### src/rtl/cell_color_scheduler_if.sv
// cell_color_scheduler_if: keys, switches, scan position and colour/cursor outputs of the cell colour scheduler
interface cell_color_scheduler_if;
  logic [3:0] KEY;
  logic [9:0] SW;
  logic [2:0] HCState;
  logic [2:0] VCState;
  logic [1:0] VState;
  logic       R;
  logic       G;
  logic       B;
  logic       Busy;
  logic [2:0] CurX;
  logic [2:0] CurY;
  modport master (output KEY, SW, HCState, VCState, VState, input R, G, B, Busy, CurX, CurY);
  modport slave (input KEY, SW, HCState, VCState, VState, output R, G, B, Busy, CurX, CurY);
endinterface

### src/rtl/cell_color_scheduler.sv
// cell_color_scheduler: 8x8 cell colour memory with debounced keys, cursor, blanking-deferred writes/clear and blinking cursor overlay (ports: CLK, Reset, bus slave: KEY/SW/HCState/VCState/VState in, R/G/B/Busy/CurX/CurY out)
module cell_color_scheduler #(
  parameter int DEBOUNCE_CYCLES = 250000,
  parameter int BLINK_FRAMES = 30
) (
  input logic CLK,
  input logic Reset,
  cell_color_scheduler_if.slave bus
);
  localparam int CW = $clog2(DEBOUNCE_CYCLES + 1);
  localparam int FW = $clog2(BLINK_FRAMES + 1);
  localparam logic [1:0] IDLE = 2'd0, PEND_WR = 2'd1, CLEAR = 2'd2;
  logic [3:0] s1, s2, rel, pulse;
  logic [CW-1:0] cnt [4];
  logic [2:0] cur_x, cur_y, wr_col, rgb;
  logic [2:0] mem [64];
  logic [1:0] state, vprev;
  logic [5:0] idx, wr_addr;
  logic [FW-1:0] fc;
  logic blink, blank, tick, ov, fwrap;
  logic unused_sw;
  assign unused_sw = ^bus.SW[9:3];
  // rel=1: armed, waiting for a stable low; rel=0: pressed, waiting for a stable high
  always_ff @(posedge CLK)
    if (Reset) begin
      s1 <= '1;
      s2 <= '1;
      rel <= '1;
      pulse <= '0;
      for (int k = 0; k < 4; k++) cnt[k] <= '0;
    end else begin
      s1 <= bus.KEY;
      s2 <= s1;
      pulse <= '0;
      for (int k = 0; k < 4; k++)
        if (s2[k] != rel[k]) begin
          cnt[k] <= cnt[k] + 1'b1;
          if (cnt[k] == CW'(DEBOUNCE_CYCLES - 1)) begin
            cnt[k] <= '0;
            rel[k] <= ~rel[k];
            pulse[k] <= rel[k];
          end
        end else cnt[k] <= '0;
    end
  // right carries into the row on column wrap, then down adds on top
  always_ff @(posedge CLK)
    if (Reset) begin
      cur_x <= '0;
      cur_y <= '0;
    end else begin
      cur_x <= cur_x + 3'(pulse[1]);
      cur_y <= cur_y + 3'(pulse[1] && cur_x == 3'd7) + 3'(pulse[2]);
    end
  assign blank = bus.VState != 2'd2;
  always_ff @(posedge CLK)
    if (Reset) begin
      state <= IDLE;
      idx <= '0;
      wr_col <= '0;
      wr_addr <= '0;
      for (int a = 0; a < 64; a++) mem[a] <= '0;
    end else if (state == IDLE) begin
      if (pulse[3]) begin
        state <= CLEAR;
        idx <= '0;
      end else if (pulse[0]) begin
        state <= PEND_WR;
        wr_col <= bus.SW[2:0];
        wr_addr <= {cur_y, cur_x};
      end
    end else if (blank) begin
      mem[state == CLEAR ? idx : wr_addr] <= state == CLEAR ? 3'd0 : wr_col;
      idx <= idx + 1'b1;
      if (state != CLEAR || idx == 6'd63) state <= IDLE;
    end
  assign tick = vprev == 2'd2 && blank;
  assign fwrap = fc == FW'(BLINK_FRAMES - 1);
  always_ff @(posedge CLK)
    if (Reset) begin
      vprev <= '0;
      fc <= '0;
      blink <= 1'b0;
    end else begin
      vprev <= bus.VState;
      if (tick) begin
        fc <= fwrap ? '0 : fc + 1'b1;
        blink <= blink ^ fwrap;
      end
    end
  assign ov = blink && bus.HCState == cur_x && bus.VCState == cur_y;
  always_ff @(posedge CLK)
    if (Reset) rgb <= '0;
    else rgb <= mem[{bus.VCState, bus.HCState}] ^ {3{ov}};
  assign {bus.R, bus.G, bus.B} = rgb;
  assign bus.Busy = state != IDLE;
  assign bus.CurX = cur_x;
  assign bus.CurY = cur_y;
endmodule
### src/flat_wrapper.sv
// flat-port wrapper written by rule: the top's interface ports become plain ports
module cell_color_scheduler_flat 
#(
  parameter int DEBOUNCE_CYCLES = 250000,
  parameter int BLINK_FRAMES = 30
)
  (CLK, Reset, bus_KEY, bus_SW, bus_HCState, bus_VCState, bus_VState, bus_R, bus_G, bus_B, bus_Busy, bus_CurX, bus_CurY);
  cell_color_scheduler_if bus_i ();
  input logic CLK;
  input logic Reset;
  input wire logic [$bits(bus_i.KEY)-1:0] bus_KEY;
  input wire logic [$bits(bus_i.SW)-1:0] bus_SW;
  input wire logic [$bits(bus_i.HCState)-1:0] bus_HCState;
  input wire logic [$bits(bus_i.VCState)-1:0] bus_VCState;
  input wire logic [$bits(bus_i.VState)-1:0] bus_VState;
  output wire logic [$bits(bus_i.R)-1:0] bus_R;
  output wire logic [$bits(bus_i.G)-1:0] bus_G;
  output wire logic [$bits(bus_i.B)-1:0] bus_B;
  output wire logic [$bits(bus_i.Busy)-1:0] bus_Busy;
  output wire logic [$bits(bus_i.CurX)-1:0] bus_CurX;
  output wire logic [$bits(bus_i.CurY)-1:0] bus_CurY;
  assign bus_i.KEY = bus_KEY;
  assign bus_i.SW = bus_SW;
  assign bus_i.HCState = bus_HCState;
  assign bus_i.VCState = bus_VCState;
  assign bus_i.VState = bus_VState;
  assign bus_R = bus_i.R;
  assign bus_G = bus_i.G;
  assign bus_B = bus_i.B;
  assign bus_Busy = bus_i.Busy;
  assign bus_CurX = bus_i.CurX;
  assign bus_CurY = bus_i.CurY;
  cell_color_scheduler #(.DEBOUNCE_CYCLES(DEBOUNCE_CYCLES), .BLINK_FRAMES(BLINK_FRAMES)) u_core (.CLK(CLK), .Reset(Reset), .bus(bus_i));
endmodule
### config.mk
export PLATFORM = sky130hd
export DESIGN_NAME = cell_color_scheduler_flat
export DESIGN_NICKNAME = d
export VERILOG_FILES = /design/src/rtl/cell_color_scheduler_if.sv /design/src/rtl/cell_color_scheduler.sv /design/src/flat_wrapper.sv
export SDC_FILE = /design/constraint.sdc
export NUM_CORES = 1
export LEC_CHECK = 0
export ABC_AREA = 1
export ABC_CLOCK_PERIOD_IN_PS = 2790
export CELL_PAD_IN_SITES_DETAIL_PLACEMENT = 1
export CELL_PAD_IN_SITES_GLOBAL_PLACEMENT = 1
export CORE_ASPECT_RATIO = 0.5
export CORE_UTILIZATION = 30
export CTS_CLUSTER_SIZE = 40
export DETAILED_ROUTE_END_ITERATION = 12
export GPL_TIMING_DRIVEN = 0
export HOLD_SLACK_MARGIN = 0.03
export PLACE_DENSITY_LB_ADDON = 0.1
export SKIP_LAST_GASP = 1
export SLEW_MARGIN = 20
export SYNTH_ARGS = -nofsm -noshare
export SYNTH_HDL_FRONTEND = slang
export SYNTH_SLANG_ARGS = --single-unit
### constraint.sdc
create_clock -name CLK -period 2.79 [get_ports CLK]
set_input_delay 0.837 -clock CLK [delete_from_list [all_inputs] [get_ports CLK]]
set_output_delay 0.837 -clock CLK [all_outputs]
set_load 0.005 [all_outputs]
==> impl_metrics.py, run 1 <==
metrics = {
    "floorplan": {
        "die_h_um": 161,
        "core_region_area_um2": 49100,
        "start_util_pct": 30.8,
        "rows": 57,
        "ios": 34,
        "die-area_um2": 51400,
        "die_x_um": 319,
    },
    "layout": {
        "final_common_cell": "nand2_1",
        "final_layout_size_suffix_gt1_share_pct": 7.19,
        "multiInputGateArea_um2": 5890,
        "antenna_cells": 0,
        "regArea_um2": 8930,
        "nNetsFinal": 1902,
        "fillerInstances": 5728,
        "syn_to_final_growth_pct": 17.9,
        "final_cell_mix": "nand2_1, nor2_1, edfxtp_1",
        "finalNonFillerCells": 2540,
    },
    "grt": {
        "antenna_found_initial": 0,
        "first_global_vias": 12500,
        "overflow": 0,
        "grt_max_degree": 14,
        "grt_first_pass_wirelength_um": 76600,
        "grt_usage_pct": 20.1,
    },
    "synth": {
        "netlist_area_um2": 15100,
        "syn_inst": 1724,
        "synthArstFlopShare_pct": 0,
        "synth_edf_count": 264,
        "synth.avg_cell_area_um2": 8.77,
        "synth_ff_type": "edfxtp_1",
        "ys_ff_latch": 314,
        "ys_types": 39,
        "synth_seq_area_share_pct": 59.1,
        "yosysWarnings": 0,
    },
    "clock_network": {
        "cts_tree": "done",
        "clkTransAtPathRegs_ns": 0.06,
        "cts_root_buf": "clkbuf_16",
        "clockBufferDepth": 3,
        "cts_buffers": 34,
        "h-tree-depth": 2,
        "clock_latency_ns": 0.53,
        "cts_hold_buf": 0,
        "clock_sinks": 314,
    },
    "flow_run": {
        "cap_viol_max_count": 0,
    },
    "routing": {
        "post_drt_via_cell_ratio": 4.81,
        "wl_per_cell_um": 20.1,
        "wl_um": 51000,
        "drt_first_pass_iters": 5,
        "ant_nets": 0,
        "route.detailed.drc": 0,
        "via_count": 12200,
        "drtIter0Drc": 801,
    },
    "critical_path": {
        "crit_path_start": "bus_HCState[1]",
        "reg2reg_slack_ns": 0.13,
        "worst-path-max-fanout": 10,
        "setup.worst_path.start_class": "input port",
        "rr_endpoint": "u_core.mem[22][0]",
        "cp.required_ns": 3.20,
        "cp.arrival_ns": 3.12,
        "cp-end-kind": "register",
        "crit_type": "in2reg",
        "rr_startpoint": "u_core.state[1]",
        "rr_worst_depth": 9,
    },
    "place": {
        "io_buffers": 23,
        "dp_hpwl_um": 35800,
        "pre_cts_slack_ns": -1.28,
        "gp_congestion": 0.824,
        "post-place-cells": 2467,
    },
    "sta": {
        "finalSetupViolCount": 0,
        "period_share_pct": 97.1,
        "hold_slack_ns": 0.409,
        "finalSetupTns_ns": 0,
        "clock_skew_ns": 0.0133,
        "maxSlewViolCount": 0,
        "fin_ws_ns": 0.0801,
        "rsz0062_at_grt": "true",
        "worstMarginPinSlew_ns": 1.05,
        "hold_viol": 0,
        "slew_headroom_pct": 29.7,
        "finalCriticalPeriod_ns": 2.71,
        "fmaxAchievable_mhz": 369,
    },
    "hold_path": {
        "hp-start": "u_core.s1[0]",
        "whs_endpoint": "u_core.s2[0]",
        "hp-class": "reg2reg",
        "holdPathStages": 1,
    },
    "power_and_ir_drop": {
        "p_total_mw": 10.4,
        "power.leakage_nw": 6.69,
        "powerDensity_nw_per_um2": 584,
        "peakVddDrop_uv": 405,
    },
    "run_status": {
        "status": "completed",
    },
}
## metal layers
metal  up-vias  track usage, %  wire [µm]
met4         0            5.11       1130
met5         -               0          0
met3        79            3.57       2550
met1      5960            27.4      24000
li1       5961               -          -
met2       219            32.9      23300
## cell type report
cell class | count | area share (%)
plain buffers | 75 | 1.73
repair buffers | 36 | 2.22
well taps | 649 | 4.55
multi-input cells | 1296 | 33.0
clock inverters | 12 | 0.309
flip-flops and latches | 314 | 50.1
clock buffers | 48 | 5.71
inverters | 110 | 2.34
## per-stage QoR
stage | util [%] | cell area [µm²]
6_report | 36.3 | 17800
5_1_grt | 36.3 | 17800
4_1_cts | 36.0 | 17700
3_5_place_dp | 33.4 | 16400
3_3_place_gp | 33.4 | 16400
2_1_floorplan | - | 15400
## synthesized netlist by cell type, types with 2 or more instances
library cell	count	area [µm²]
nand2_1	485	1820
nor2_1	319	1200
edfxtp_1	264	7930
nand3_1	204	1020
inv_1	103	387
clkbuf_1	58	218
dfxtp_1	50	1000
a21oi_1	49	245
nor3_1	32	160
xor2_1	22	193
o21ai_0	20	100
nand4_1	15	93.8
or2_2	11	68.8
buf_2	10	50.1
ha_1	10	125
nor3b_1	10	75.1
nor4_1	9	56.3
buf_1	7	26.3
nor3_2	7	70.1
inv_2	6	22.5
xnor2_1	4	35.0
a211oi_1	3	22.5
nor2_2	3	18.8
o211ai_1	3	22.5
o21a_1	3	22.5
o21ai_1	3	15.0
o22ai_1	2	12.5
## registers in the layout, indices dropped and copies added (netlist names)
signal           flops
u_core.s1            4
u_core.bus.CurY      3
u_core.cnt          72
u_core.blink         1
u_core.fc            5
u_core.pulse         4
u_core.rel           4
u_core.s2            4
u_core.rgb           3
u_core.bus.CurX      3
u_core.vprev         2
u_core.idx           6
u_core.wr_addr       6
u_core.wr_col        3
u_core.mem         192
u_core.state         2
## cell families (layout without fill, tap and decap cells)
group,Yosys count,after routing,synth area share (%)
AO/OA/AOI/OAI,91,91,3.42
XOR/XNOR,26,26,1.51
adder cells (fa/ha/maj),11,11,0.960
buffers and inverters,185,281,4.68
flip-flops,314,314,59.1
other,1,72,0.0248
AND/OR/NAND/NOR,1096,1096,30.4
## critical path, cell delays in order
cell	delay, ns
clkdlybuf4s50_1	0.56
clkbuf_2	0.39
clkbuf_4	0.39
nand3_1	0.14
nand3_1	0.10
nand2_1	0.10
nand2_1	0.07
nand3_1	0.13
nand3_1	0.17
nand3_1	0.08
nand2_1	0.07
nor2_1	0.06
## power by group
part | switching (mW) | internal, mW | total (mW)
logic | 0.474 | 0.171 | 0.645
registers | 0.0737 | 5.22 | 5.29
clock network | 1.93 | 2.54 | 4.47
total | 2.48 | 7.93 | 10.4
## repair_timing
action / CTS / global route
pin swaps: 5 / 7
buffers inserted: 8 / 5
endpoints found under the setup margin: 275 / 190
gates resized for setup: 24 / 35
## how the worst max path moves through the flow
stage | endpoint | cells past startpoint | slack (ns)
2_1_floorplan | u_core.mem[63][0] | 9 | 0.42
3_3_place_gp | u_core.rgb[1] | 12 | -1.24
3_5_place_dp | u_core.rgb[1] | 12 | -1.28
4_1_cts | u_core.mem[6][0] | 9 | -0.03
5_1_grt | u_core.mem[2][0] | 12 | -0.08
6_report | u_core.rgb[1] | 12 | 0.08
Power figures use the tool's default switching activity.
==> run 2: changes to the inputs <==
--- a/config.mk
+++ b/config.mk
@@ -6,14 +6,13 @@
 export NUM_CORES = 1
 export LEC_CHECK = 0
 export ABC_AREA = 1
-export ABC_CLOCK_PERIOD_IN_PS = 2790
+export ABC_CLOCK_PERIOD_IN_PS = 2900
 export CELL_PAD_IN_SITES_DETAIL_PLACEMENT = 1
 export CELL_PAD_IN_SITES_GLOBAL_PLACEMENT = 1
 export CORE_ASPECT_RATIO = 0.5
 export CORE_UTILIZATION = 30
 export CTS_CLUSTER_SIZE = 40
 export DETAILED_ROUTE_END_ITERATION = 12
-export GPL_TIMING_DRIVEN = 0
 export HOLD_SLACK_MARGIN = 0.03
 export PLACE_DENSITY_LB_ADDON = 0.1
 export SKIP_LAST_GASP = 1
==> constraint.sdc (replaced) <==
create_clock -name CLK -period 2.9 [get_ports CLK]
set_input_delay 0.87 -clock CLK [delete_from_list [all_inputs] [get_ports CLK]]
set_output_delay 0.87 -clock CLK [all_outputs]
set_load 0.005 [all_outputs]
==> run 2 against run 1 <==
Critical path depth down 2. Sequential share of layout area fell by 1.3 points. Critical path type unchanged. Power decreased by 4.1%.
==> impl_metrics.py, run 2 (same netlist as run 1, synthesis figures left out) <==
metrics = {
    "sta": {
        "maxSlewViolCount": 0,
        "slew_headroom_pct": 52.9,
        "hold_viol": 0,
        "finalSetupViolCount": 0,
        "clock_skew_ns": 0.0157,
        "finalCriticalPeriod_ns": 2.63,
        "period_share_pct": 90.8,
        "rsz0062_at_grt": "false",
        "fmaxAchievable_mhz": 380,
        "worstMarginPinSlew_ns": 0.699,
    },
    "routing": {
        "met2WireLength_um": 20500,
        "route.detailed.drc": 0,
        "routed.top_layer": "met4",
        "wl_per_cell_um": 16.8,
        "drt_first_pass_iters": 5,
        "wl_um": 43400,
        "drtIter0Drc": 530,
        "ant_nets": 0,
        "post_drt_via_cell_ratio": 4.75,
        "m1WireLength_um": 20400,
        "via_count": 12300,
        "wl_met3_um": 1620,
    },
    "layout": {
        "syn_to_final_growth_pct": 21.1,
        "multiInputGateArea_um2": 5760,
        "final_common_cell": "nand2_1",
        "regArea_um2": 8930,
        "fin_util_pct": 37.3,
        "antenna_cells": 0,
        "largest_reg_flops": 192,
        "top_regs": "u_core.mem x192, u_core.cnt x72",
        "postLayoutCellArea_um2": 18300,
        "final_cell_mix": "nand2_1, nor2_1, edfxtp_1",
        "final_layout_size_suffix_gt1_share_pct": 10.6,
        "fillerInstances": 5759,
        "regMostFlops": "u_core.mem",
        "nNetsFinal": 1942,
    },
    "critical_path": {
        "cp-end-kind": "register",
        "rr_endpoint": "u_core.mem[28][0]",
        "cp.required_ns": 3.11,
        "crit_type": "in2reg",
        "cp.arrival_ns": 2.85,
        "rr_startpoint": "u_core.state[1]",
        "reg2reg_slack_ns": 0.28,
        "worst-path-max-fanout": 8,
        "setup.worst_path.start_class": "input port",
        "rr_worst_depth": 11,
    },
    "power_and_ir_drop": {
        "powerDensity_nw_per_um2": 545,
        "peakVddDrop_uv": 268,
        "power.leakage_nw": 7.02,
    },
    "floorplan": {
        "die-area_um2": 51400,
        "die_x_um": 319,
        "rows": 57,
        "die_h_um": 161,
        "ios": 34,
        "core_region_area_um2": 49100,
        "start_util_pct": 30.8,
    },
    "clock_network": {
        "cts_buffers": 35,
        "cts_tree": "done",
        "clock_latency_ns": 0.52,
        "cts_hold_buf": 0,
        "cts_root_buf": "clkbuf_16",
        "clkTransAtPathRegs_ns": 0.06,
        "clockBufferDepth": 3,
        "h-tree-depth": 2,
        "clock_sinks": 314,
    },
    "grt": {
        "grt_first_pass_wirelength_um": 69400,
        "antenna_found_initial": 0,
        "overflow": 0,
        "grt_max_degree": 99,
        "grt_usage_pct": 17.3,
        "first_global_vias": 13100,
    },
    "hold_path": {
        "hp-class": "reg2reg",
        "holdPathStages": 1,
        "hp-start": "u_core.s1[1]",
        "whs_endpoint": "u_core.s2[1]",
    },
    "place": {
        "dpl_cell_area_um2": 17200,
        "gp_congestion": 0.758,
        "dp_hpwl_um": 30100,
        "io_buffers": 26,
    },
    "run_status": {
        "status": "completed",
    },
    "flow_run": {
        "cap_viol_max_count": 0,
    },
}
## run 2: per-layer routing
layer | up-vias | GRT usage [%]
met3 | 65 | 2.84
met2 | 133 | 29.9
met1 | 6044 | 22.6
met5 | - | 0
li1 | 6029 | -
met4 | 0 | 4.00
## run 2: metrics by stage
stage               setup slack, ns  total power [mW]  std cells  hold WS (ns)  TNS (ns)
floorplan                     0.501              5.53       1795         0.389         0
global placement             -0.271              5.73       2519         0.394    -48.10
detailed placement           -0.262              5.76       2519         0.399    -44.88
CTS                           0.261              10.1       2582         0.406         0
global route                 0.0526              10.4       2582         0.424         0
finish                        0.268              9.98       2582         0.405         0
## run 2: cell type report
cell class / count / share of cell area (%)
clock inverter: 12 / 0.444
sequential: 314 / 48.8
inverter: 110 / 2.26
timing repair buffer: 150 / 7.13
multi-input combinational: 1296 / 31.5
clock buffer: 51 / 5.51
tap: 649 / 4.43
## run 2: how the worst max path moves through the flow
stage	startpoint	to	slack [ns]	cells past startpoint
after CTS	u_core.state[1]	u_core.mem[8][0]	0.26	11
after floorplan	bus_VState[1]	u_core.mem[63][0]	0.50	9
after global routing	bus_VState[1]	u_core.mem[32][0]	0.05	12
after global placement	bus_VState[0]	u_core.mem[31][0]	-0.27	10
after detailed placement	bus_VState[0]	u_core.mem[31][1]	-0.26	10
final	bus_VState[0]	u_core.mem[31][0]	0.27	10
## run 2: where the power goes
group | leakage (nW) | internal (mW) | switching (mW) | total [mW]
Sequential | 3.13 | 5.02 | 0.0696 | 5.09
Combinational | 3.36 | 0.175 | 0.386 | 0.561
Clock | 0.531 | 2.51 | 1.82 | 4.33
Total | 7.02 | 7.71 | 2.28 | 9.98
## run 2: worst max-delay path, cell delays in order
cell,delay (ns)
clkdlybuf4s50_1,0.51
nor2_1,0.09
nor2_1,0.11
inv_1,0.07
nor2_2,0.25
inv_1,0.25
nor3_1,0.23
buf_4,0.20
nand2_1,0.11
nand2_1,0.15
## run 2: what timing repair did
action / 4_1_cts / 5_1_grt
gates resized for setup: 0 / 1
endpoints found under the setup margin: 0 / 3
setup buffers: 0 / 0
